--- config.mk ---
export PLATFORM = sky130hd
export DESIGN_NAME = sgmii_link_seq
export DESIGN_NICKNAME = d
export VERILOG_FILES = /design/src/rtl/sgmii_link_seq_pkg.sv /design/src/rtl/sgmii_link_seq_sync.sv /design/src/rtl/sgmii_link_seq.sv
export SDC_FILE = /design/constraint.sdc
export NUM_CORES = 1
export LEC_CHECK = 0
export ABC_AREA = 1
export CORE_ASPECT_RATIO = 0.9
export CORE_MARGIN = 2
export CORE_UTILIZATION = 50
export CTS_BUF_LIST = sky130_fd_sc_hd__clkbuf_8 sky130_fd_sc_hd__clkbuf_16
export CTS_CLUSTER_DIAMETER = 40
export CTS_CLUSTER_SIZE = 24
export DETAILED_ROUTE_END_ITERATION = 6
export PLACE_DENSITY = 0.68
export SYNTH_ARGS = -nofsm -noshare
export SYNTH_HDL_FRONTEND = slang
export SYNTH_SLANG_ARGS = --single-unit
--- constraint.sdc ---
create_clock -name aclk -period 6 [get_ports aclk]
set_input_delay 1.2 -clock aclk [delete_from_list [all_inputs] [get_ports aclk]]
set_output_delay 1.2 -clock aclk [all_outputs]
set_load 0.05 [all_outputs]
--- src/rtl/sgmii_link_seq_pkg.sv ---
// Shared definitions for the SGMII link bring-up sequencer: state encoding,
// cycle-counter width and the per-state reset/PHY output decode.
package sgmii_link_seq_pkg;

  localparam int CNT_W = 24;

  typedef enum logic [2:0] {
    ST_IDLE      = 3'd0,
    ST_PHY_RST   = 3'd1,
    ST_PMA_RST   = 3'd2,
    ST_WAIT_DONE = 3'd3,
    ST_WAIT_LOCK = 3'd4,
    ST_WAIT_LINK = 3'd5,
    ST_UP        = 3'd6,
    ST_FAIL      = 3'd7
  } state_t;

  typedef struct packed {
    logic pma;
    logic pcs;
    logic mmcm;
    logic phy_rstn;
  } rst_out_t;

  // Reset pattern driven towards the PCS/PMA core, MMCM and external PHY.
  function automatic rst_out_t decode_resets(state_t s);
    rst_out_t r;
    case (s)
      ST_PMA_RST:   r = '{pma: 1'b1, pcs: 1'b1, mmcm: 1'b1, phy_rstn: 1'b1};
      ST_WAIT_DONE: r = '{pma: 1'b0, pcs: 1'b1, mmcm: 1'b1, phy_rstn: 1'b1};
      ST_WAIT_LOCK: r = '{pma: 1'b0, pcs: 1'b1, mmcm: 1'b0, phy_rstn: 1'b1};
      ST_WAIT_LINK,
      ST_UP:        r = '{pma: 1'b0, pcs: 1'b0, mmcm: 1'b0, phy_rstn: 1'b1};
      default:      r = '{pma: 1'b1, pcs: 1'b1, mmcm: 1'b1, phy_rstn: 1'b0};
    endcase
    return r;
  endfunction

endpackage

--- src/rtl/sgmii_link_seq_sync.sv ---
// sync2: two-flop synchronizer for one asynchronous level, cleared
// asynchronously to 0.
module sync2 (
  input  logic clk,
  input  logic rst_n,
  input  logic d,
  output logic q
);

  logic meta;

  // Two back-to-back flops give the first stage a full cycle to resolve.
  always_ff @(posedge clk or negedge rst_n) begin
    if (!rst_n) begin
      meta <= 1'b0;
      q    <= 1'b0;
    end else begin
      // NOTE: non-blocking assignments make both flops sample on the same
      // edge; blocking here would collapse the chain into a single flop.
      meta <= d;
      q    <= meta;
    end
  end

endmodule

--- src/rtl/sgmii_link_seq.sv ---
// sgmii_link_seq: bring-up sequencer for an SGMII PCS/PMA core, its user-clock
// MMCM and the external PHY. Walks PHY reset, PMA reset and three wait
// phases with timeout and bounded retry, then monitors the link while UP.
// Build option: define SGMII_LINK_SEQ_HOLDOFF_EN to debounce link_status
// loss in UP over HOLDOFF_CYC consecutive low cycles.
module sgmii_link_seq
  import sgmii_link_seq_pkg::*;
#(
  parameter int unsigned PHY_RST_CYC = 1250,
  parameter int unsigned PMA_RST_CYC = 16,
  parameter int unsigned TIMEOUT_CYC = 1048576,
  parameter int unsigned MAX_RETRY   = 7,
  parameter int unsigned HOLDOFF_CYC = 1024
) (
  input  logic       aclk,
  input  logic       aresetn,
  input  logic       enable,
  input  logic       resetdone,
  input  logic       mmcm_locked,
  input  logic       link_status,
  output logic       pma_reset,
  output logic       pcs_reset,
  output logic       mmcm_reset,
  output logic       phy_rstn,
  output logic       link_up,
  output logic       fail,
  output logic [2:0] state,
  output logic [7:0] retry_cnt
);

`ifdef SGMII_LINK_SEQ_HOLDOFF_EN
  localparam bit HOLDOFF_EN = 1'b1;
`else
  localparam bit HOLDOFF_EN = 1'b0;
`endif

  // Number of consecutive synchronized low link cycles that end an UP period.
  localparam int unsigned DROP_CYC = HOLDOFF_EN ? HOLDOFF_CYC : 1;

  localparam logic [CNT_W-1:0] PHY_LAST  = CNT_W'(PHY_RST_CYC - 1);
  localparam logic [CNT_W-1:0] PMA_LAST  = CNT_W'(PMA_RST_CYC - 1);
  localparam logic [CNT_W-1:0] TO_LAST   = CNT_W'(TIMEOUT_CYC - 1);
  localparam logic [CNT_W-1:0] DROP_LAST = CNT_W'(DROP_CYC - 1);
  localparam logic [7:0]       RETRY_MAX = 8'(MAX_RETRY);

  logic             done_s, locked_s, link_s, rst_ok;
  state_t           state_q, state_d;
  logic [CNT_W-1:0] cnt_q, cnt_d;
  logic [7:0]       retry_d;
  logic             attempt_fail;
  rst_out_t         rst_d;

  sync2 u_sync_done (.clk(aclk), .rst_n(aresetn), .d(resetdone),   .q(done_s));
  sync2 u_sync_lock (.clk(aclk), .rst_n(aresetn), .d(mmcm_locked), .q(locked_s));
  sync2 u_sync_link (.clk(aclk), .rst_n(aresetn), .d(link_status), .q(link_s));
  // Releases the FSM from IDLE only two edges after aresetn deasserts.
  sync2 u_sync_rst  (.clk(aclk), .rst_n(aresetn), .d(1'b1),        .q(rst_ok));

  // Next state, attempt-failure detection, counter and retry updates.
  always_comb begin
    // NOTE: every variable gets a default before the case so no path leaves
    // it unassigned, which would otherwise infer a latch.
    state_d      = state_q;
    attempt_fail = 1'b0;
    case (state_q)
      ST_IDLE:      if (rst_ok) state_d = ST_PHY_RST;
      ST_PHY_RST:   if (cnt_q == PHY_LAST) state_d = ST_PMA_RST;
      ST_PMA_RST:   if (cnt_q == PMA_LAST) state_d = ST_WAIT_DONE;
      ST_WAIT_DONE: if (done_s) state_d = ST_WAIT_LOCK;
                    else if (cnt_q == TO_LAST) attempt_fail = 1'b1;
      ST_WAIT_LOCK: if (locked_s) state_d = ST_WAIT_LINK;
                    else if (cnt_q == TO_LAST) attempt_fail = 1'b1;
      ST_WAIT_LINK: if (link_s) state_d = ST_UP;
                    else if (cnt_q == TO_LAST) attempt_fail = 1'b1;
      ST_UP:        if (!done_s || !locked_s || (!link_s && cnt_q == DROP_LAST))
                      attempt_fail = 1'b1;
      ST_FAIL:      state_d = ST_FAIL;
      default:      state_d = ST_IDLE;
    endcase
    if (attempt_fail) state_d = (retry_cnt == RETRY_MAX) ? ST_FAIL : ST_PMA_RST;
    // enable low overrides every other transition, including leaving FAIL.
    if (!enable) state_d = ST_IDLE;

    // One counter serves as phase timer, wait timeout and, in UP, the run
    // length of consecutive link-low cycles.
    if (state_d != state_q)  cnt_d = '0;
    else if (state_q == ST_UP) cnt_d = link_s ? '0 : cnt_q + CNT_W'(1);
    else if (state_q inside {ST_PHY_RST, ST_PMA_RST, ST_WAIT_DONE,
                             ST_WAIT_LOCK, ST_WAIT_LINK})
      cnt_d = cnt_q + CNT_W'(1);
    else cnt_d = '0;

    retry_d = retry_cnt;
    if (state_d == ST_IDLE || (state_d == ST_UP && state_q != ST_UP))
      retry_d = '0;
    else if (attempt_fail && state_d == ST_PMA_RST && retry_cnt != 8'hFF)
      retry_d = retry_cnt + 8'd1;
  end

  assign rst_d = decode_resets(state_d);

  // State, counters and outputs; outputs decode the next state so they
  // change on the same edge as the state register.
  always_ff @(posedge aclk or negedge aresetn) begin
    if (!aresetn) begin
      state_q    <= ST_IDLE;
      cnt_q      <= '0;
      retry_cnt  <= '0;
      pma_reset  <= 1'b1;
      pcs_reset  <= 1'b1;
      mmcm_reset <= 1'b1;
      phy_rstn   <= 1'b0;
      link_up    <= 1'b0;
      fail       <= 1'b0;
    end else begin
      state_q    <= state_d;
      cnt_q      <= cnt_d;
      retry_cnt  <= retry_d;
      pma_reset  <= rst_d.pma;
      pcs_reset  <= rst_d.pcs;
      mmcm_reset <= rst_d.mmcm;
      phy_rstn   <= rst_d.phy_rstn;
      link_up    <= (state_d == ST_UP);
      fail       <= (state_d == ST_FAIL);
    end
  end

  assign state = state_q;

endmodule
==> out/metrics.csv <==
stage,metric,value,unit
setup_path,crit_fanout,12,
logic_synthesis,synth_cells,380,
setup_path,critPathArrivalTime,1740,ps
run_status,status,completed,
clock_network,clkTransAtPathRegs,90,ps
setup_path,reg2reg_setup_slack,3110,ps
logic_synthesis,synth_compound_area_frac,0.0572,
logic_synthesis,async_reset_ff_frac,1.00,
placement,place.gp.congestion,0.827,
placement,hpwl,4270,microns
placement,place_ws,2790,ps
clock_network,clockBufferDepth,2,
layout,largest_reg_flops,24,
logic_synthesis,ys_seq_elements,49,
sta,setup_viol,0,
power_and_ir_drop,power_density,200,nW/um^2
drt,routed_wl,6020,microns
layout,final_cells,475,
clock_network,cts_resized,0,
floorplan,ioPinCount,23,
setup_path,worstReg2RegEnd,cnt_q[23],
setup_path,cp_slowest_cell,clkdlybuf4s50_1,
floorplan,dieWidth,85.9,microns
logic_synthesis,synthXorXnorAreaFrac,0.0203,
placement,io_buffer_count,22,
drt,drt_pre_antenna_iters,4,
clock_network,cts_root_buf,clkbuf_8,
power_and_ir_drop,vdd_drop_max,0.000140,V
sta,slew_headroom,0.361,
floorplan,rows,26,
logic_synthesis,seq_area_frac_synth,0.407,
sta,worst_clock_skew,9.44,ps
logic_synthesis,synth_cell_types,37,
setup_path,cp_num_buf_inv,1,
drt,drtIter0Drc,155,
power_and_ir_drop,power.leakage,0.00154,uW
layout,syn_to_final_growth,13.2,%
drt,remaining_drc_errors,0,
sta,final_max_slew_viol_count,0,
worst_hold_path,worstHoldEndpoint,u_sync_rst.q,
worst_hold_path,min_path_cells,0,
global_route,first_global_vias,2361,
drt,wl_per_cell,12.7,microns
clock_network,clock_latency,310,ps
setup_path,crit_path_start_kind,flop,
sta,worst_slew_pin_slew,956,ps
global_route,grt_max_degree,50,
setup_path,worst_setup_path_end_kind,output pin,
layout,largest-register,cnt_q,
placement,placed_cells,467,
logic_synthesis,synth_fa_ha_area_frac,0.0166,
setup_path,startpoint,state[2],
setup_path,r2r_cells,13,
floorplan,die-height,77.7,microns
clock_network,numCtsBuffers,5,
layout,drive_gt1_frac,0.168,
clock_network,cts_hold_buf,0,
drt,postRouteAntennaNets,0,
logic_synthesis,synth.area.mux_share,0,
setup_path,cp_data_required_time,4800,ps
global_route,grt_pass1_wl,10600,microns
layout,fin_nets,414,
sta,fmax,340,MHz
setup_path,r2r_start,cnt_q[0],
drt,via_per_inst,5.22,
clock_network,htree_levels,2,
logic_synthesis,yosys_most_used_dff,dfrtp_1,
logic_synthesis,synth_edf_count,0,
floorplan,fp.dieArea,6680,sq um
run,max_cap_viol_count,0,
worst_hold_path,hold_start,u_sync_rst.meta,
setup_path,critPathTopFamily,buffers and inverters,
sta,period_minus_slack,2940,ps
floorplan,core_area,5760,sq um
clock_network,cts_tree,done,
drt,vias,2479,
global_route,groute.usage.overall,0.197,
floorplan,initial_utilization,0.525,
setup_path,path_cells,clkdlybuf4s50_1,
global_route,antenna_found_initial,0,
sta,finalCritPeriodShare,0.490,
setup_path,path_class,flop to output pin,
logic_synthesis,yosys_warnings,0,
logic_synthesis,synth_nets,390,
logic_synthesis,synth_top_family_by_area,simple AND/OR/NAND/NOR gates,
layout,fillers,501,
worst_hold_path,hp-class,flop to flop,
logic_synthesis,syn_area,3020,sq um
clock_network,postCtsSetupBuffers,0,
global_route,grt-ovfl-total,0,
sta,rsz0062_at_grt,no,
logic_synthesis,synth.avg_cell_area,7.95,sq um
layout,multi_input_area,1560,sq um
power_and_ir_drop,power.total,684,uW
layout,insertedDiodeCount,0,
logic_synthesis,synth-simple-area-share,0.422,
clock_network,cts.sinks,49,
layout,seqCellArea,1230,sq um
sta,hold_viol,0,
sta,finalWorstSetupSlack,3060,ps
setup_path,slowest_delay,880,ps
sta,finalSetupTns,0,ps
-- cells in the final DEF (no fill, tap or decap), types with 8 or more instances in the layout --
| cell | n |
|---|---|
| nand2_1 | 69 |
| inv_1 | 45 |
| nor2_4 | 16 |
| nand4_1 | 12 |
| nand2_2 | 8 |
| nor2_1 | 56 |
| clkdlybuf4s50_1 | 21 |
| nor2_2 | 12 |
| nand3_1 | 40 |
| o21ai_0 | 12 |
| dfrtp_1 | 46 |
-- worst max path at each step --
| stage | endpoint | cells past startpoint |
|---|---|---|
| finish | state[2] | 1 |
| global route | cnt_q[2] | 13 |
| CTS | state[2] | 1 |
| detailed placement | cnt_q[1] | 6 |
| global placement | cnt_q[23] | 6 |
| floorplan | cnt_q[11] | 13 |
-- per-stage QoR --
step / utilization / instance area [sq um] / hold slack (ps)
3_3_place_gp: 0.571 / 3290 / 333
2_1_floorplan: - / 3020 / 331
6_report: 0.594 / 3420 / 355
4_1_cts: 0.594 / 3420 / 357
5_1_grt: 0.594 / 3420 / 363
3_5_place_dp: 0.571 / 3290 / 335
-- where the power goes --
group / internal (uW) / switching [uW] / leakage, uW
clock network: 166 / 111 / 0.0000681
logic: 16.6 / 50.3 / 0.000819
registers: 335 / 5.14 / 0.000654
-- cells by family after synthesis --
logic type	after synthesis
other cells	1
flops	49
compound gates	26
xor+xnor	7
simple gates	239
fa+ha+maj	4
buf+inv	54
-- synth_stat cells (all sizes together), types with 4 or more instances --
library cell   n  area (sq um)
buf            4          41.3
nor3           7          35.0
o21ai         13          65.1
nand2         77           309
dfrtp         46          1150
nand4         13          87.6
or2            6          37.5
nor2          85           485
nand3b         4          30.0
inv           47           176
ha             4          50.1
nand3         46           283
xor2           7          61.3
-- layout make-up --
| cell class | count | area share |
|---|---|---|
| Inverter | 47 | 0.0516 |
| Multi-Input combinational cell | 277 | 0.457 |
| Timing Repair Buffer | 24 | 0.0673 |
| Sequential cell | 49 | 0.360 |
| Clock inverter | 3 | 0.0190 |
| Clock buffer | 5 | 0.0201 |
| Tap cell | 70 | 0.0256 |
-- layer usage --
| metal | GRT usage | wire [microns] |
|---|---|---|
| met2 | 0.308 | 2660 |
| met3 | 0.0351 | 229 |
| met1 | 0.275 | 3050 |
| met4 | 0.0651 | 76 |
| met5 | 0 | 0 |
Note: power is estimated with default switching activity, not from simulation.
